[config.mk]
export PLATFORM = sky130hd
export DESIGN_NAME = ucca_region_ctrl
export DESIGN_NICKNAME = d
export VERILOG_FILES = /design/src/rtl/ucca_region_ctrl.sv
export SDC_FILE = /design/constraint.sdc
export NUM_CORES = 1
export LEC_CHECK = 0
export CORE_ASPECT_RATIO = 0.8
export CORE_MARGIN = 8
export CORE_UTILIZATION = 35
export CTS_CLUSTER_DIAMETER = 200
export DETAILED_ROUTE_END_ITERATION = 12
export DONT_BUFFER_PORTS = 1
export GPL_ROUTABILITY_DRIVEN = 1
export SLEW_MARGIN = 10
export SYNTH_ARGS = -nofsm -noshare
export SYNTH_HDL_FRONTEND = slang
export SYNTH_SLANG_ARGS = --single-unit
[constraint.sdc]
create_clock -name clk -period 5.3 [get_ports clk]
set_input_delay 0.795 -clock clk [delete_from_list [all_inputs] [get_ports clk]]
set_output_delay 0.795 -clock clk [all_outputs]
set_load 0.01 [all_outputs]
[src/rtl/ucca_region_ctrl.sv]
// Region table and steering controller for the UCCA region monitor.
// Programs NREG regions, validates them on lock, then steers one region's bounds from the PC.
module ucca_region_ctrl #(
    parameter int unsigned NREG          = 4,
    parameter logic [15:0] CONF_BASE     = 16'h0160,
    parameter logic [15:0] RESET_HANDLER = 16'h0000,
    localparam int unsigned IW           = (NREG > 1) ? $clog2(NREG) : 1
) (
    input  logic          clk,
    input  logic          system_reset,
    input  logic [15:0]   pc,
    input  logic          data_en,
    input  logic          data_wr,
    input  logic [15:0]   data_addr,
    input  logic [15:0]   data_wdata,
    output logic [15:0]   ucc_min,
    output logic [15:0]   ucc_max,
    output logic [IW-1:0] region_idx,
    output logic          region_active,
    output logic          locked,
    output logic          reset
);

    typedef enum logic [1:0] {StUnlocked, StCheck, StLocked, StFault} state_e;

    state_e          state_q, state_d;
    logic [15:0]     min_q [NREG];
    logic [15:0]     max_q [NREG];
    logic [NREG-1:0] en_q;
    logic [IW-1:0]   cnt_q, cnt_d;
    logic [IW-1:0]   cur_q, cur_d;
    logic            inside_q, inside_d;

    // Address decode works on word addresses; byte bit 0 is ignored.
    logic            wr_en;
    logic [14:0]     addr_w;
    logic [14:0]     base_w;
    logic [14:0]     word;
    logic            in_win;
    logic            ctrl_sel;
    logic            min_sel;
    logic            max_sel;
    logic [IW-1:0]   slot;
    logic            lock_req;
    logic [NREG-1:0] new_en;
    logic            unused_bits;

    assign wr_en    = data_en & data_wr;
    assign addr_w   = data_addr[15:1];
    assign base_w   = CONF_BASE[15:1];
    assign word     = addr_w - base_w;
    assign in_win   = wr_en && (addr_w >= base_w) && (word <= 15'(2 * NREG));
    assign ctrl_sel = in_win && (word == 15'd0);
    assign min_sel  = in_win && word[0];
    assign max_sel  = in_win && (word != 15'd0) && !word[0];
    assign slot     = IW'((word - 15'd1) >> 1);
    assign lock_req = ctrl_sel && data_wdata[0];
    assign new_en   = data_wdata[8 +: NREG];

    assign unused_bits = ^{RESET_HANDLER, CONF_BASE[0], data_addr[0], data_wdata};

    // Validation of slot cnt_q: inverted range or inclusive overlap with an earlier enabled slot.
    logic chk_fail;
    always_comb begin
        chk_fail = 1'b0;
        if (en_q[cnt_q]) begin
            if (min_q[cnt_q] > max_q[cnt_q]) chk_fail = 1'b1;
            for (int j = 0; j < NREG; j++) begin
                if ((IW'(j) < cnt_q) && en_q[j] &&
                    (min_q[cnt_q] <= max_q[j]) && (min_q[j] <= max_q[cnt_q])) begin
                    chk_fail = 1'b1;
                end
            end
        end
    end

    logic [NREG-1:0] hit;
    logic            any_hit;
    logic            hit_cur;
    logic [IW-1:0]   m_idx;
    logic [IW-1:0]   steer;

    always_comb begin
        hit   = '0;
        m_idx = '0;
        for (int j = 0; j < NREG; j++) begin
            hit[j] = en_q[j] && (pc >= min_q[j]) && (pc <= max_q[j]);
        end
        for (int j = NREG - 1; j >= 0; j--) begin
            if (hit[j]) m_idx = IW'(j);
        end
    end

    assign any_hit = |hit;
    assign hit_cur = hit[cur_q];
    // Outside any region the last region stays steered so the monitor keeps a stable window.
    assign steer   = (inside_q || !any_hit) ? cur_q : m_idx;

    always_comb begin
        state_d  = state_q;
        cnt_d    = cnt_q;
        cur_d    = cur_q;
        inside_d = inside_q;
        unique case (state_q)
            StUnlocked: begin
                if (lock_req) begin
                    cnt_d   = '0;
                    state_d = (new_en == '0) ? StFault : StCheck;
                end
            end
            StCheck: begin
                if (in_win || chk_fail) begin
                    state_d = StFault;
                end else if (cnt_q == IW'(NREG - 1)) begin
                    state_d = StLocked;
                end else begin
                    cnt_d = cnt_q + 1'b1;
                end
            end
            StLocked: begin
                inside_d = any_hit;
                if (any_hit && !inside_q) cur_d = m_idx;
                // Leaving a region must pass through non-region code first.
                if (in_win || (inside_q && any_hit && !hit_cur)) state_d = StFault;
            end
            StFault: begin
            end
            default: state_d = StFault;
        endcase
    end

    always_ff @(posedge clk) begin
        if (system_reset) begin
            state_q  <= StUnlocked;
            cnt_q    <= '0;
            cur_q    <= '0;
            inside_q <= 1'b0;
        end else begin
            state_q  <= state_d;
            cnt_q    <= cnt_d;
            cur_q    <= cur_d;
            inside_q <= inside_d;
        end
    end

    always_ff @(posedge clk) begin
        if (system_reset) begin
            en_q <= '0;
            for (int j = 0; j < NREG; j++) begin
                min_q[j] <= '0;
                max_q[j] <= '0;
            end
        end else if (state_q == StUnlocked) begin
            if (ctrl_sel) en_q <= new_en;
            if (min_sel) min_q[slot] <= data_wdata;
            if (max_sel) max_q[slot] <= data_wdata;
        end
    end

    always_comb begin
        locked        = (state_q == StLocked);
        reset         = (state_q == StFault);
        region_idx    = cur_q;
        ucc_min       = 16'hFFFF;
        ucc_max       = 16'h0000;
        region_active = 1'b0;
        if (state_q == StLocked) begin
            region_idx    = steer;
            ucc_min       = min_q[steer];
            ucc_max       = max_q[steer];
            region_active = inside_q ? hit_cur : any_hit;
        end
    end

endmodule
## After elaboration in Yosys (flattened, before gate mapping)

Memories as Yosys holds them, arrays and structs flattened. A register that Yosys moved wholly into a read port is not among the register bits.
Cells that the tools add are included.

- Input port bits: 52
- Memories kept: 2
- Flip-flop bits (word level): 11
- Memory bits (writable): 128
- Logic and storage cells: 145

- Equality and inequality tests: 9
- Multiplexer cells: 50
- $lt $le $gt $ge: 25
- Reductions and logical operators: 50
- $add $sub $neg: 3
- Bitwise gates (word level): 1

Memories:

| memory | depth | width | read ports | clocked after memory_dff | write ports | RTL line | source |
|---|---|---|---|---|---|---|---|
| max_q | 4 | 16 | 6 | 1 | 4 | 28 | `logic [15:0] max_q [NREG];` |
| min_q | 4 | 16 | 6 | 1 | 4 | 27 | `logic [15:0] min_q [NREG];` |

Operator list:

| kind | count |
|---|---|
| <= comparator 16 bit | 12 |
| >= comparator 16 bit | 4 |
| two-way mux 16 bit | 4 |
| two-way mux 2 bit | 20 |
| OR reduction 16 bit | 2 |
| logical AND 1 bit | 30 |
| two-way mux 1 bit | 22 |
| greater-than comparator 16 bit | 1 |
| >= comparator 15 x 8 -> 1 bit (second input constant) | 1 |
| <= comparator 15 x 4 -> 1 bit (second input constant) | 1 |
| zero test 15 bit | 1 |
| nonzero test 15 bit | 1 |
| subtractor 15 x 8 -> 15 bit (second input constant) | 1 |
| AND reduction 4 bit | 2 |
| equality test 2 bit (second input constant) | 3 |
| less-than comparator 2 x 3 -> 1 bit (second input constant) | 2 |
| != test 2 bit (second input constant) | 3 |
| case mux 2 bit (3 select lines) | 1 |
| binary-select mux 1 bit (select 2 bit) | 2 |
| zero test 1 bit | 4 |
| zero test 4 bit | 1 |
| less-than comparator 1 x 2 -> 1 bit (first input constant) | 2 |
| less-than comparator 2 bit (first input constant) | 2 |
| case mux 2 bit (2 select lines) | 1 |
| 12 further kinds | 15 |

## Longest topological paths before layout

Gate-level depths: netlist of the first run.

- Depth after elaboration: 14
- Gate-level depth with buffers: 15

## Worst setup path after synthesis of the first run

No wires, ideal clock.

- Path type: input-to-output
- Start point: input port pc[0]
- End point: output port ucc_min[10]
- Buffers on the path: 1
- Slack: 1105 ps
- Stages: 12
- Data required time: 4505 ps
- Arrival: 3400 ps
- Path through: inv_1 > ha_1 > nand2b_1 > a2111oi_0 > o32ai_1 > o41ai_1 > o32ai_2 > nand3_1 > clkbuf_1 > o22a_1 > o22ai_1 > a22oi_1

- Word-level cells in the longest chain between the ends: 10
- Elaborated cells between the ends (all ways): 26
- Those cells by class: order compare (8); mux (6); reduce/logical (11); memory (1)

Ends and longest elaborated chain:

| element | RTL line | source |
|---|---|---|
| start, declared | 11 | `input logic [15:0] pc,` |
| >= comparator 16 bit | 87 | `hit[j] = en_q[j] && (pc >= min_q[j]) && (pc <= max_q[j]);` |
| logical AND 1 bit (2 in a row) | 87 |  |
| two-way mux 2 bit (4 in a row) | 90 | `if (hit[j]) m_idx = IW'(j);` |
| two-way mux 2 bit * | 97 | `assign steer = (inside_q \|\| !any_hit) ? cur_q : m_idx;` |
| memory read (4 x 16 bit) * | n/a |  |
| two-way mux 16 bit * | 167 | `if (state_q == StLocked) begin` |
| end, declared | 16 | `output logic [15:0] ucc_min,` |

Every way passes the cells marked *; elsewhere a longest branch is shown, timed or not.

==> impl_metrics.py, run 1 <==
metrics = {
    "clock_network": {
        "htreeDepth": 4,
        "clock_latency_ps": 420,
        "cts_tree": "yes",
        "cts_buffer_depth": 2,
        "cts-resized-gates": 0,
        "cts_hold_buf": 0,
        "ctsRootBufferMaster": "clkbuf_16",
        "cts_buffers": 17,
        "cts_sinks": 141,
        "post-cts-setup-buffers": 0,
        "path_clk_slew_ps": 60,
    },
    "sta": {
        "slew_violations": 0,
        "grt_setup_unrepaired": "no",
        "setup_tns_ps": 0,
        "finClkSkew_ps": 6.86,
        "fmax_mhz": 196,
        "relSlewSlack": 0.249,
        "finalSetupViolCount": 0,
        "period_needed_ps": 5090,
        "timing.hold.ws_ps": 432,
        "timing.final.crit_share": 0.960,
        "hold_viol": 0,
        "worst_pin_slew_ps": 1120,
    },
    "setup_path": {
        "cp-end-kind": "output pin",
        "cp_max_fo": 30,
        "required_ps": 4510,
        "crit_type": "register to output pin",
        "startpoint_type": "register",
        "arrival_ps": 4300,
    },
    "global_routing": {
        "grt_use_met2": 0.308,
        "grt_use_met1": 0.328,
        "grt_pass1_wl_um": 79800,
        "grt_usage": 0.224,
        "grt_remaining_overflow": 0,
        "grt_pass1_vias": 11711,
        "grt-busiest-layer": "met1",
        "grt_max_degree": 86,
        "antenna_found_initial": 0,
        "met3_usage": 0.0580,
    },
    "floorplan": {
        "core_region_area_mm2": 0.0405,
        "rows": 66,
        "die_height_um": 197,
        "io_pins": 89,
        "dieArea_mm2": 0.0477,
        "die_w_um": 242,
        "initial_utilization": 0.354,
    },
    "logic_synthesis": {
        "synth_edf_count": 128,
        "synth_compound_area_frac": 0.217,
        "postSynth.asyncResetShare": 0,
        "synth_ff_type": "edfxtp_1",
        "synthTopCellsByArea": "edfxtp_1 (27%), ha_1 (22%), mux4_2 (5.2%)",
        "yosysWarningCount": 0,
        "yosysTopAreaCellShare": 0.268,
        "synthCells": 1544,
        "syn-num-nets": 1846,
        "synth_area_mm2": 0.0143,
        "yosysSeqAreaShare": 0.286,
        "synth_top_family_by_area": "adder cells",
        "synth-simple-area-share": 0.157,
        "synth_mux_area_frac": 0.0560,
        "yosysUniqueCellTypes": 68,
        "ys_ff_latch": 141,
        "yosys.area_share.adder": 0.218,
        "syn_area_per_cell_um2": 9.29,
        "synth-xor-area-share": 0.00183,
        "synth_top_area_cell": "edfxtp_1",
    },
    "final_layout": {
        "nNetsFinal": 1829,
        "syn_to_final_growth_pct": 9.22,
        "drive_gt1_frac": 0.0844,
        "fillers": 3952,
        "fin_util": 0.386,
    },
    "detailed_routing": {
        "firstDrtPassIters": 7,
        "viasPerCell": 6.18,
        "drt_wl_total_um": 55600,
        "drt-initial-drc-count": 1632,
        "wire_per_inst_um": 26.7,
        "postRouteAntennaNets": 0,
        "route.vias.total": 12877,
        "drc": 0,
    },
    "placement": {
        "port-buffer-count": 0,
        "place.gp.congestion": 0.965,
        "hpwl_um": 44100,
    },
    "power": {
        "power.density_mw_per_mm2": 235,
        "vdd_drop_max_mv": 0.178,
        "cellLeakagePower_uw": 0.00647,
    },
    "outcome": {
        "status": "completed",
    },
    "run": {
        "drv_cap": 0,
    },
    "min_path": {
        "hp-class": "input port to register",
    },
}
cell usage after synthesis (10+ instances only):
master,n
ha_1,250
inv_1,159
a21oi_1,147
edfxtp_1,128
and2_1,99
nor2_1,94
o22ai_1,80
clkbuf_1,60
o22a_1,60
nand4_1,47
nand2_1,43
a21o_1,40
and3_1,39
mux4_2,33
o21ai_0,32
nor2b_1,17
nand3_1,16
a22oi_1,15
nor3_1,14
dfxtp_1,13
buf_2,11
o211ai_1,10
per-layer routing:
metal,routed length [µm],share of wire
met1,24600,0.44
met2,21400,0.39
met3,7210,0.13
met4,2340,0.042
met5,0,0
worst max-delay path, cell delays in order (launching register included):
cell,delay [ps]
edfxtp_1,510
inv_1,140
ha_1,330
nand4_1,200
or3_1,440
o32ai_1,240
o41ai_1,150
o32ai_2,450
nor2_1,170
a211oi_4,380
buf_12,240
o22ai_1,90
a22oi_1,320
buf_4,190
path summary, 6_finish.rpt:
path                                 from                      end  slack (ps)  cells past startpoint
setup / recovery   min_q[3][15]$_DFFE_PP_               ucc_min[1]         210                     13
hold / removal               system_reset                 register         430                      1
setup reg to reg                 register  state_q[0]$_SDFFE_PP0P_         640                     11
hold reg to reg   state_q[1]$_SDFFE_PP0P_  state_q[1]$_SDFFE_PP0P_         530                      2
area by class of cell:
class | instances | area [µm²] | share of cell area
antenna | 1 | 2.50 | 0.000160
tap | 544 | 681 | 0.0435
inverter | 159 | 597 | 0.0381
multi-input combinational | 1167 | 9330 | 0.596
timing repair buffer | 41 | 370 | 0.0237
clock inverter | 15 | 140 | 0.00895
sequential | 141 | 4110 | 0.263
clock buffer | 17 | 425 | 0.0272
flip-flops by register name, summed over array words and instances (netlist names), named ones only:
register	flops
max_q	64
inside_q	1
min_q	64
en_q	4
cur_q	2
state_q	2
cnt_q	2
layout by cell type, fill, tap and decap left out, drive strengths merged, types with 7 or more instances in the layout:
master   count
a2111oi      8
a211oi      10
a21o        40
a21oi      147
a22oi       15
a31oi        7
and2       100
and3        39
buf         41
clkbuf      17
clkinv       8
dfxtp       13
edfxtp     128
ha         250
inv        163
mux4        33
nand2       43
nand2b       9
nand3       16
nand4       48
nor2        94
nor2b       17
nor3        14
nor4         8
o211ai      10
o21ai       33
o22a        60
o22ai       80
kinds of logic after synthesis:
logic type	count (synthesis)
buffers and inverters	236
AO/OA/AOI/OAI	462
multiplexers	39
XOR/XNOR	3
adder cells (fa/ha/maj)	250
AND/OR/NAND/NOR	413
flip-flops	141
power breakdown:
group	internal, µW	switching (µW)
Combinational	459	701
Clock	651	473
Sequential	1260	139
through the flow:
| step | cells | instance area, µm² | total power [µW] | worst slack (ps) |
|---|---|---|---|---|
| after floorplan | 1544 | 14300 | 2120 | 1110 |
| after global placement | 2052 | 15100 | 2500 | 269 |
| after detailed placement | 2052 | 15100 | 2540 | 245 |
| after CTS | 2084 | 15700 | 3660 | 255 |
| after global routing | 2084 | 15700 | 3840 | 38.2 |
| final | 2085 | 15700 | 3680 | 210 |
Note: power is estimated with default switching activity, not from simulation.
==> run 2: changes to the inputs <==
Settings changed: BUFFER_PORTS_ARGS set to -buffer_cell sky130_fd_sc_hd__buf_2, CAP_MARGIN set to 15, DONT_BUFFER_PORTS 1 to not set.
==> run 2 against run 1 <==
  * First-iteration DRC count up 19%
  * Flip-flop and latch count is the same
  * Worst hold slack better by 110 ps
  * Clock power grew 14%
  * Clock skew rose by 7.7 ps
  * Core utilization increased by 1.8 points
  * Non-clock buffer count is 108 higher
  * Combinational power grew 16%
  * Fmax is 1.9% lower
  * Routed wire length increased by 5.6%
  * Critical path depth grew 2
  * Global-route usage grew 1.5 points
  * Critical endpoint is now ucc_min[0]
==> impl_metrics.py, run 2 (same netlist as run 1, synthesis figures left out) <==
metrics = {
    "sta": {
        "hold_viol": 0,
        "setup_tns_ps": 0,
        "finClkSkew_ps": 14.6,
        "period_needed_ps": 5190,
        "worst_pin_slew_ps": 970,
        "timing.final.crit_share": 0.979,
        "grt_setup_unrepaired": "no",
        "fmax_mhz": 193,
        "relSlewSlack": 0.354,
        "slew_violations": 0,
        "finalSetupViolCount": 0,
        "timing.hold.ws_ps": 539,
    },
    "clock_network": {
        "ctsRootBufferMaster": "clkbuf_16",
        "cts_buffer_depth": 2,
        "path_clk_slew_ps": 70,
        "htreeDepth": 4,
        "clock_latency_ps": 450,
        "cts_tree": "yes",
        "cts_buffers": 17,
        "cts_sinks": 141,
        "post-cts-setup-buffers": 0,
        "cts_hold_buf": 0,
    },
    "detailed_routing": {
        "viasPerCell": 6.24,
        "drc": 0,
        "wire_per_inst_um": 26.8,
        "wl_met2_um": 23400,
        "firstDrtPassIters": 6,
        "maxUsedRoutingLayer": "met5",
        "drt-initial-drc-count": 1938,
        "postRouteAntennaNets": 0,
        "drt_wl_total_um": 58700,
        "route.vias.total": 13685,
        "routedLengthMet1_um": 25500,
        "met3_length_um": 6880,
    },
    "final_layout": {
        "fin_util": 0.404,
        "drive_gt1_frac": 0.147,
        "largestRegisters": "max_q: 64 flops, min_q: 64 flops, en_q: 4 flops",
        "nNetsFinal": 1937,
        "syn_to_final_growth_pct": 14.2,
        "mostFrequentLayoutCell": "ha_1",
        "layout_common_cells": "ha_1 (250), inv_1 (159), a21oi_1 (147)",
    },
    "setup_path": {
        "max_stage_delay_ps": 460,
        "critPathSlowestCell": "or3_1",
        "cp_max_fo": 30,
        "cp-end-kind": "output pin",
        "cp.buffers_inverters": 5,
        "path_cells": "buf_2 > ha_1 > nand4_1 > or3_1 > o32ai_1 > o41ai_2 > buf_4 > o32ai_2 > nor2_1 > a211oi_4 > buf_12 > o22ai_1 > a22oi_1 > buf_4 > buf_2",
        "path_delay_family": "compound AO/OA/AOI/OAI gates",
        "crit_type": "input port to output pin",
        "startpoint_type": "input port",
        "arrival_ps": 4400,
        "required_ps": 4510,
    },
    "power": {
        "power.density_mw_per_mm2": 243,
        "vdd_drop_max_mv": 0.243,
        "cellLeakagePower_uw": 0.00698,
    },
    "global_routing": {
        "antenna_found_initial": 2,
        "grt_pass1_vias": 12882,
        "grt_remaining_overflow": 0,
        "grt_usage": 0.239,
        "grt_max_degree": 76,
        "grt_pass1_wl_um": 85400,
    },
    "floorplan": {
        "rows": 66,
        "die_w_um": 242,
        "initial_utilization": 0.354,
        "die_height_um": 197,
        "dieArea_mm2": 0.0477,
        "core_region_area_mm2": 0.0405,
        "io_pins": 89,
    },
    "placement": {
        "hpwl_um": 44800,
        "place.gp.congestion": 0.979,
        "port-buffer-count": 87,
    },
    "outcome": {
        "status": "completed",
    },
    "run": {
        "drv_cap": 0,
    },
    "min_path": {
        "hp-class": "register to register",
    },
}
-- run 2: per-layer routing --
metal	GRT usage	vias up
li1	-	6055
met1	0.344	6634
met2	0.332	857
met3	0.0522	137
met4	0.120	2
met5	0	-
-- run 2: worst paths after layout --
path                            cells past startpoint                      end                    start  slack, ps
worst max-delay path                               15               ucc_min[0]                   pc[15]        110
worst min-delay path                                2  state_q[1]$_SDFFE_PP0P_  state_q[1]$_SDFFE_PP0P_        540
worst max register to register                     12  state_q[0]$_SDFFE_PP0P_                 register        600
worst min register to register                      2  state_q[1]$_SDFFE_PP0P_  state_q[1]$_SDFFE_PP0P_        540
-- run 2: worst reg2reg max path, delay by kind of cell (launching register included) --
family                   cells  cell delay, ps
AO/OA/AOI/OAI                8            2330
flip-flops                   1             740
multiplexers                 1             700
adder cells (fa/ha/maj)      1             360
buffers and inverters        1             280
AND/OR/NAND/NOR              1             190
-- run 2: power breakdown --
group | internal [µW] | switching (µW)
combinational | 495 | 840
clock | 707 | 575
sequential | 1260 | 98.5
total | 2460 | 1510
-- run 2: repair_timing --
item / 4_1_cts / 5_1_grt
gates resized for setup: 0 / 5
endpoints found under the hold margin: 0 / 0
endpoints found under the setup margin: 0 / 17
-- run 2: cell type report --
class / instances / area [µm²]
inverter: 159 / 597
tap: 544 / 681
clock inverter: 13 / 138
sequential: 141 / 4110
antenna: 2 / 5.00
clock buffer: 19 / 464
fill: 3953 / 24200
multi-input combinational: 1167 / 9350
timing repair buffer: 149 / 1030
-- run 2: metrics by stage --
step | setup WS (ps) | total power (µW) | area, µm² | instances
floorplan | 1110 | 2120 | 14300 | 1544
global route | 1.05 | 4130 | 16400 | 2192
detailed placement | 72.7 | 2660 | 15700 | 2160
finish | 110 | 3970 | 16400 | 2194
CTS | 48.1 | 3930 | 16300 | 2192
global placement | 15.7 | 2610 | 15700 | 2160
==> run 3: changes to the inputs <==
Settings changed: ABC_AREA set to 1.
==> run 3 against run 2 <==
  * Design area decreased by 5.7%
  * Synthesized cell count is 21% higher
  * Total power down 4.8%
  * Cell count is 13% higher
  * Sequential power fell by 5%
  * Critical path depth is 7 higher
  * Combinational power down 15%
  * Flip-flop and latch count unchanged
  * Setup slack improved by 410 ps
  * Non-clock buffer count is 31 lower
  * Worst hold slack improved by 2.8 ps
  * Highest routed layer is now met4
==> impl_metrics.py, run 3 <==
metrics = {
    "setup_path": {
        "rrSetupSlack_ps": 1110,
        "required_ps": 4510,
        "cp-end-kind": "output pin",
        "startpoint_type": "input port",
        "crit_type": "input port to output pin",
        "rr_worst_depth": 18,
        "cp_max_fo": 13,
        "arrival_ps": 3990,
    },
    "sta": {
        "grt_setup_unrepaired": "no",
        "worst_pin_slew_ps": 1100,
        "timing.hold.ws_ps": 542,
        "hold_viol": 0,
        "fmax_mhz": 209,
        "timing.final.crit_share": 0.903,
        "setup_tns_ps": 0,
        "period_needed_ps": 4780,
        "finalSetupViolCount": 0,
        "relSlewSlack": 0.266,
        "finClkSkew_ps": 10.1,
        "slew_violations": 0,
    },
    "detailed_routing": {
        "viasPerCell": 5.36,
        "drt_wl_total_um": 49800,
        "drt-initial-drc-count": 1359,
        "firstDrtPassIters": 5,
        "route.vias.total": 13342,
        "postRouteAntennaNets": 0,
        "wire_per_inst_um": 20.0,
        "drc": 0,
    },
    "logic_synthesis": {
        "syn-num-nets": 2165,
        "synth_top_area_cell": "edfxtp_1",
        "synthTopCellsByCount": "nand2_1 (404), ha_1 (250), inv_1 (232)",
        "synth_edf_count": 128,
        "synth_ff_type": "edfxtp_1",
        "yosysTopAreaCellShare": 0.280,
        "synthCells": 1863,
        "yosysSeqAreaShare": 0.299,
        "synth_area_mm2": 0.0137,
        "synth.most_common_cell": "nand2_1",
        "yosysWarningCount": 0,
        "ys_ff_latch": 141,
        "synthTopCellsByArea": "edfxtp_1 (28%), ha_1 (23%), nand2_1 (11%)",
        "postSynth.asyncResetShare": 0,
        "syn_area_per_cell_um2": 7.38,
        "yosysUniqueCellTypes": 45,
    },
    "floorplan": {
        "io_pins": 89,
        "die_height_um": 193,
        "die_w_um": 238,
        "core_region_area_mm2": 0.0391,
        "dieArea_mm2": 0.0459,
        "rows": 65,
        "initial_utilization": 0.351,
    },
    "min_path": {
        "hold_end": "inside_q$_SDFFE_PP0P_",
        "hp-start": "inside_q$_SDFFE_PP0P_",
        "hold_depth": 2,
        "hp-class": "register to register",
    },
    "power": {
        "combPwrFrac": 0.302,
        "cellLeakagePower_uw": 0.00742,
        "vdd_drop_max_mv": 0.168,
        "power.density_mw_per_mm2": 245,
        "power.share.clock": 0.359,
        "sw_frac_of_total": 0.359,
        "p_seq_frac": 0.339,
        "power.internal_uw": 2420,
        "switchingPower_uw": 1360,
    },
    "clock_network": {
        "ctsRootBufferMaster": "clkbuf_16",
        "cts_sinks": 141,
        "cts-resized-gates": 0,
        "post-cts-setup-buffers": 0,
        "cts_buffer_depth": 2,
        "cts_tree": "yes",
        "htreeDepth": 4,
        "cts_buffers": 17,
        "path_clk_slew_ps": 70,
        "clock_latency_ps": 440,
        "cts_hold_buf": 0,
    },
    "placement": {
        "place.gp.congestion": 0.955,
        "port-buffer-count": 87,
        "hpwl_um": 38400,
    },
    "global_routing": {
        "grt_max_degree": 82,
        "grt_pass1_vias": 12824,
        "grt_usage": 0.213,
        "grt_pass1_wl_um": 74800,
        "grt_remaining_overflow": 0,
        "antenna_found_initial": 0,
    },
    "final_layout": {
        "drive_gt1_frac": 0.0943,
        "nNetsFinal": 2241,
        "fillers": 3987,
        "largestRegisters": "max_q: 64 flops, min_q: 64 flops, en_q: 4 flops",
        "syn_to_final_growth_pct": 12.3,
        "diodes": 0,
        "layout_common_cells": "nand2_1 (404), ha_1 (250), inv_1 (231)",
        "mostFrequentLayoutCell": "nand2_1",
    },
    "outcome": {
        "status": "completed",
    },
    "run": {
        "drv_cap": 0,
    },
}
-- run 3: cell type report --
type | count | area [µm²] | area share
well taps | 536 | 671 | 0.0434
multi-input cells | 1416 | 8430 | 0.546
clock inverters | 15 | 211 | 0.0137
clock buffers | 17 | 425 | 0.0275
inverters | 245 | 920 | 0.0595
flip-flops and latches | 141 | 4110 | 0.266
repair buffers | 118 | 681 | 0.0441
-- run 3: logic make-up (layout without fill, tap and decap cells) --
group | Yosys count | in the layout | share of synthesized area
simple gates | 826 | 826 | 0.255
compound gates | 337 | 337 | 0.128
buf+inv | 306 | 395 | 0.0882
fa+ha+maj | 250 | 250 | 0.228
flops | 141 | 141 | 0.299
xor+xnor | 3 | 3 | 0.00191
-- run 3: worst max-delay path by stage --
stage / from / end / slack, ps
3_3_place_gp: pc[0] / ucc_max[1] / 660
5_1_grt: pc[0] / ucc_max[3] / 300
3_5_place_dp: pc[0] / ucc_max[3] / 620
6_report: pc[0] / ucc_min[5] / 520
2_1_floorplan: pc[0] / ucc_max[10] / 1750
4_1_cts: pc[0] / ucc_max[3] / 620
-- run 3: worst max-delay path, stage by stage --
cell and delay (ps):
buf_2 90, inv_1 360, ha_1 320, nand2_1 80, nor2_1 40, and2_1 140, nor2_1 80, nand2_1 150
nand2_1 140, a21oi_1 80, nand2_1 90, nand2_1 70, nor2_2 160, nor2_4 50, nand2_2 70, nand2_2 80
inv_2 360, buf_4 280, nand2_1 80, nand3_1 80, nand3_1 170, buf_2 200
-- run 3: layer usage --
metal	GRT usage	wire length [µm]	up-vias
li1	-	-	6441
met1	0.311	23400	6252
met2	0.307	20100	593
met3	0.0551	5310	56
met4	0.0576	1000	0
met5	0	0	-
-- run 3: power groups by stage --
| stage | clock network (µW) | registers, µW | logic, µW |
|---|---|---|---|
| floorplan | 0 | 1290 | 715 |
| global placement | 0 | 1310 | 1090 |
| detailed placement | 0 | 1310 | 1120 |
| CTS | 1370 | 1280 | 1130 |
| global route | 1400 | 1290 | 1280 |
| finish | 1360 | 1280 | 1140 |
-- run 3: metrics by stage --
step | cells | util | setup slack (ps) | cell area [µm²] | power, µW
after global routing | 2488 | 0.395 | 298 | 15400 | 3970
after global placement | 2456 | 0.379 | 664 | 14800 | 2400
after CTS | 2488 | 0.395 | 622 | 15400 | 3780
after floorplan | 1863 | - | 1750 | 13700 | 2010
final | 2488 | 0.395 | 516 | 15400 | 3780
after detailed placement | 2456 | 0.379 | 623 | 14800 | 2430
